==> config.mk <==
export PLATFORM = sky130hd
export DESIGN_NAME = reorder_buffer
export DESIGN_NICKNAME = d
export VERILOG_FILES = /design/src/rtl/sys_defs.sv /design/src/rtl/reorder_buffer.sv
export SDC_FILE = /design/constraint.sdc
export NUM_CORES = 2
export LEC_CHECK = 0
export ABC_AREA = 0
export CORE_ASPECT_RATIO = 2
export CORE_MARGIN = 5
export CORE_UTILIZATION = 30
export CTS_CLUSTER_SIZE = 14
export DETAILED_ROUTE_END_ITERATION = 10
export DONT_BUFFER_PORTS = 1
export PLACE_DENSITY = 0.44
export SYNTH_ARGS = -nofsm -noshare
export SYNTH_HDL_FRONTEND = slang
export SYNTH_SLANG_ARGS = --single-unit
==> constraint.sdc <==
create_clock -name clock -period 47.3 [get_ports clock]
set_input_delay 11.825 -clock clock [delete_from_list [all_inputs] [get_ports clock]]
set_output_delay 11.825 -clock clock [all_outputs]
set_load 0.005 [all_outputs]
==> src/rtl/sys_defs.sv <==
// Shared machine-wide definitions: datapath width, ROB sizing, ROB entry and commit packet.
// No logic; types only.
// Imported by the reorder buffer and commit_stage so both agree on entry layout.
package sys_defs;

  localparam int XLEN      = 32;
  localparam int ROB_SIZE  = 16;
  localparam int ROB_IDX_W = $clog2(ROB_SIZE);

  // One in-flight instruction as held in the ROB.
  typedef struct packed {
    logic            valid;
    logic            ready;
    logic            wr_mem;
    logic [4:0]      dest_reg;
    logic [XLEN-1:0] pc;
    logic [XLEN-1:0] value;
  } ROB_ENTRY;

  // What commit_stage hands onward once an entry retires.
  typedef struct packed {
    logic            valid;
    logic            wr_mem;
    logic [4:0]      dest_reg;
    logic [XLEN-1:0] pc;
    logic [XLEN-1:0] value;
  } COMMIT_PACKET;

endpackage

==> src/rtl/reorder_buffer.sv <==
// Circular reorder buffer: in-order allocate, out-of-order complete via CDB, in-order retire.
// Outputs are combinational from registered state only; a CDB completion shows on head_ready next cycle.
// Dispatch must stall on rob_full (dropped otherwise); commit never back-pressures; squash beats everything.
module reorder_buffer
  import sys_defs::*;
#(
  parameter int  ROB_SIZE = sys_defs::ROB_SIZE,
  localparam int IDX_W    = $clog2(ROB_SIZE)
) (
  input  logic             clock,
  input  logic             reset,
  input  logic             dispatch_valid,
  input  ROB_ENTRY         dispatch_entry,
  output logic [IDX_W-1:0] dispatch_idx,
  output logic             rob_full,
  output logic [IDX_W:0]   rob_count,
  input  logic             cdb_valid,
  input  logic [IDX_W-1:0] cdb_idx,
  input  logic [XLEN-1:0]  cdb_value,
  input  logic             squash,
  output ROB_ENTRY         head_entry,
  output logic             head_ready
);

  ROB_ENTRY         entries_q [ROB_SIZE];
  ROB_ENTRY         entries_d [ROB_SIZE];
  logic [IDX_W-1:0] head_q, head_d;
  logic [IDX_W-1:0] tail_q, tail_d;
  logic [IDX_W:0]   count_q, count_d;

  logic             rob_empty;
  logic             dispatch_accept;
  ROB_ENTRY         new_entry;

  // Count disambiguates full from empty when head and tail coincide.
  assign rob_empty       = (count_q == '0);
  assign rob_full        = (count_q == (IDX_W+1)'(ROB_SIZE));
  assign rob_count       = count_q;
  assign dispatch_idx    = tail_q;
  assign head_ready      = entries_q[head_q].valid & entries_q[head_q].ready & ~rob_empty;
  assign head_entry      = rob_empty ? '0 : entries_q[head_q];
  // Full is judged on registered count, so a same-cycle retire does not free a slot for dispatch.
  assign dispatch_accept = dispatch_valid & ~rob_full & ~squash;

  // Next-state for entries and pointers: squash overrides; otherwise complete, retire, then allocate.
  always_comb begin
    entries_d = entries_q;
    head_d    = head_q;
    tail_d    = tail_q;
    count_d   = count_q;

    new_entry       = dispatch_entry;
    new_entry.valid = 1'b1;
    new_entry.ready = 1'b0;
    new_entry.value = '0;

    if (squash) begin
      for (int i = 0; i < ROB_SIZE; i++) begin
        entries_d[i] = '0;
      end
      head_d  = '0;
      tail_d  = '0;
      count_d = '0;
    end else begin
      // A CDB tag that names a free slot is stale and must not mark anything.
      if (cdb_valid && entries_q[cdb_idx].valid) begin
        entries_d[cdb_idx].ready = 1'b1;
        entries_d[cdb_idx].value = cdb_value;
      end
      if (head_ready) begin
        entries_d[head_q].valid = 1'b0;
        head_d                  = head_q + IDX_W'(1);
      end
      // The tail slot is never occupied when not full, so allocation cannot clobber live state.
      if (dispatch_accept) begin
        entries_d[tail_q] = new_entry;
        tail_d            = tail_q + IDX_W'(1);
      end
      count_d = count_q + (IDX_W+1)'(dispatch_accept) - (IDX_W+1)'(head_ready);
    end
  end

  // State registers; the entry array needs async clear so it stays in flops.
  always_ff @(posedge clock or posedge reset) begin
    if (reset) begin
      for (int i = 0; i < ROB_SIZE; i++) begin
        entries_q[i] <= '0;
      end
      head_q  <= '0;
      tail_q  <= '0;
      count_q <= '0;
    end else begin
      for (int i = 0; i < ROB_SIZE; i++) begin
        entries_q[i] <= entries_d[i];
      end
      head_q  <= head_d;
      tail_q  <= tail_d;
      count_q <= count_d;
    end
  end

endmodule

==> flow_metrics.tcl <==
set metrics [dict create \
    status "completed" \
    clock_sinks 1165 \
    path_max_fanout 91 \
    hpwl_um 112000 \
    critPathLaunchType "register" \
    cts_setup_buffers 0 \
    layout_min_cycle_time_ps 17040 \
    skew_ps 41.9 \
    ctsRootBufferMaster "clkbuf_16" \
    grt_use_total_pct 21.2 \
    reg2reg_to "rob_count[4]" \
    coreArea_um2 176000 \
    nets 4226 \
    critPathLaunch "head_q[1]" \
    syn2layout_area_growth_pct 11.2 \
    netlist_area_um2 53300 \
    seq_area_frac_synth_pct 54.7 \
    route.met2.wl_um 107000 \
    final_common_cell "dfrtp_1" \
    hold_path.class "reg -> reg" \
    std_cell_rows 218 \
    cts_tree "yes" \
    reg2reg_depth 15 \
    layout_common_cells "1,161 x dfrtp_1, 782 x nand2_1, 608 x a22o_1, 393 x a21oi_1, 360 x mux4_2" \
    grt_max_degree 155 \
    max_cap_violations 0 \
    tightest_slew_ps 1190 \
    avgSynthCellArea_um2 12.2 \
    fin_area_um2 59200 \
    io_buffers 0 \
    yosys.area.top_type_share_pct 54.7 \
    ys_seq_elements 1165 \
    syn-num-nets 4490 \
    drt-initial-drc-count 2899 \
    grt_overflow 0 \
    worst_ep_required_time_ps 35470 \
    multi_input_area_um2 22500 \
    detail_route.wl_per_cell_um 30.9 \
    placed_area_um2 55400 \
    drive_above_1_share_pct 17.7 \
    ys_dominant_reg_cell "dfrtp_1" \
    grt_pass1_vias 38700 \
    ff2ff_setup_slack_ps 42300 \
    setup_viol 0 \
    cp-end-kind "primary output" \
    synth_area_leaders "dfrtp_1 55%, mux4_2 15%, a22o_1 10%" \
    cts.path.max_buffers 3 \
    vias 36400 \
    cts_max_level 3 \
    antenna_found_initial 4 \
    final_max_slew_viol_count 0 \
    drt_first_pass_iters 7 \
    ys_async_sr_fraction_pct 100 \
    cts_resized 0 \
    fin_crit_sh_pct 36.0 \
    synth.distinct_cells 48 \
    numCtsBuffers 114 \
    synth_edf_count 0 \
    yosysWarnings 0 \
    fin_setup_tns_ps 0 \
    die-area_um2 187000 \
    holdBufCountCts 0 \
    wl_met3_um 11200 \
    max_freq_mhz 58.7 \
    highest_layer "met5" \
    place_congestion 0.777 \
    start_util_pct 30.2 \
    die_x_um 308 \
    clk_latency_ps 740 \
    hold_viol 0 \
    die_h_um 606 \
    register_area_um2 29200 \
    rsz0062_at_grt "no" \
    fillers 17300 \
    critPathCapture "head_entry[25]" \
    crit_type "reg -> out" \
    timing.rr.start "head_q[1]" \
    vdd_drop_max_v 0.0000613 \
    met1_length_um 74200 \
    grt_first_pass_wirelength_um 291000 \
    top_level_ports 196 \
    wirelength_um 201000 \
    cp_data_arrival_time_ps 5210 \
    clk_pin_slew_ps 60 \
    power_leakage_nw 24.4 \
    drc 0 \
    syn_inst 4362 \
    drtAntennaViolNets 0 \
    power_density_nw_per_um2 35.9 \
    synth.largest_area_cell "dfrtp_1" \
    vias_per_cell 5.61 \
    slew_headroom_pct 20.5 \
]
area by class of cell:
cell class | count | area share (%)
Sequential cell | 1165 | 49.2
Multi-Input combinational cell | 2695 | 38.0
Clock buffer | 166 | 5.67
Tap cell | 2310 | 4.88
Timing Repair Buffer | 105 | 1.39
Clock inverter | 33 | 0.733
Inverter | 17 | 0.120
Antenna cell | 1 | 0.00422
through the flow:
stage	worst slack, ps	total power [mW]	utilization (%)	hold WS (ps)	cells
final	30260	2.13	33.6	495	6492
after global routing	29990	2.20	33.6	510	6492
after CTS	30090	2.16	33.6	498	6491
after detailed placement	30950	1.20	31.4	484	6292
after global placement	30920	1.20	31.4	475	6292
after floorplan	2660	1.13	-	461	4362
critical path, stage by stage, from the launching register on:
cell and delay (ps):
dfrtp_4 830, buf_4 760, buf_12 650, buf_4 790, mux4_2 640, mux4_2 510, and2_1 200
kinds of logic after synthesis:
family                     Yosys count  share of synthesized area [%]
DFF                               1165                           54.7
buffers and inverters              502                           4.20
adders and majority gates           15                          0.366
muxes                              494                           17.7
xor gates and xnor gates             7                          0.115
AOI/OAI and AO/OA                 1054                           14.3
and+or+nand+nor                   1125                           8.55
registers in the layout, summed over array words and instances, names as in the netlist:
signal / flops
entries_q: 1152
rob_count: 5
head_q: 4
dispatch_idx: 4
cell usage after synthesis, types with 2 or more instances:
cell type,instances
a21oi_1,405
a22o_1,608
a22oi_1,2
a31o_1,6
a31o_2,6
a31oi_1,7
and2_1,76
buf_1,71
buf_2,117
buf_4,10
buf_6,21
clkbuf_1,265
dfrtp_1,1165
ha_1,14
inv_1,16
mux2_2,2
mux2i_1,131
mux4_2,360
nand2_1,786
nand3_1,17
nand3b_1,4
nor2_1,207
nor2_2,3
nor2b_1,7
o21ai_0,3
o21ai_1,12
or2_2,13
or3_1,3
xnor2_1,5
xor2_1,2
power breakdown:
part / switching, mW / internal, mW
clock network: 0.418 / 0.535
logic: 0.120 / 0.0369
registers: 0.00942 / 1.01
total: 0.547 / 1.58
worst min-delay path by stage:
stage | slack [ps] | cells past startpoint | to | from
final | 490 | 2 | entries_q[1006] | entries_q[1006]
after global routing | 510 | 1 | entries_q[997] | entries_q[997]
after CTS | 500 | 2 | entries_q[718] | entries_q[718]
after detailed placement | 480 | 2 | entries_q[718] | entries_q[718]
after global placement | 470 | 2 | entries_q[214] | entries_q[214]
after floorplan | 460 | 2 | entries_q[1006] | entries_q[1006]
per-layer routing:
layer  up-vias  track usage [%]
met5         -                0
met4         2             7.77
met3       397             3.76
met2      1168             39.0
met1     19600             24.5
li1      15200                -
Power figures use the tool's default switching activity.
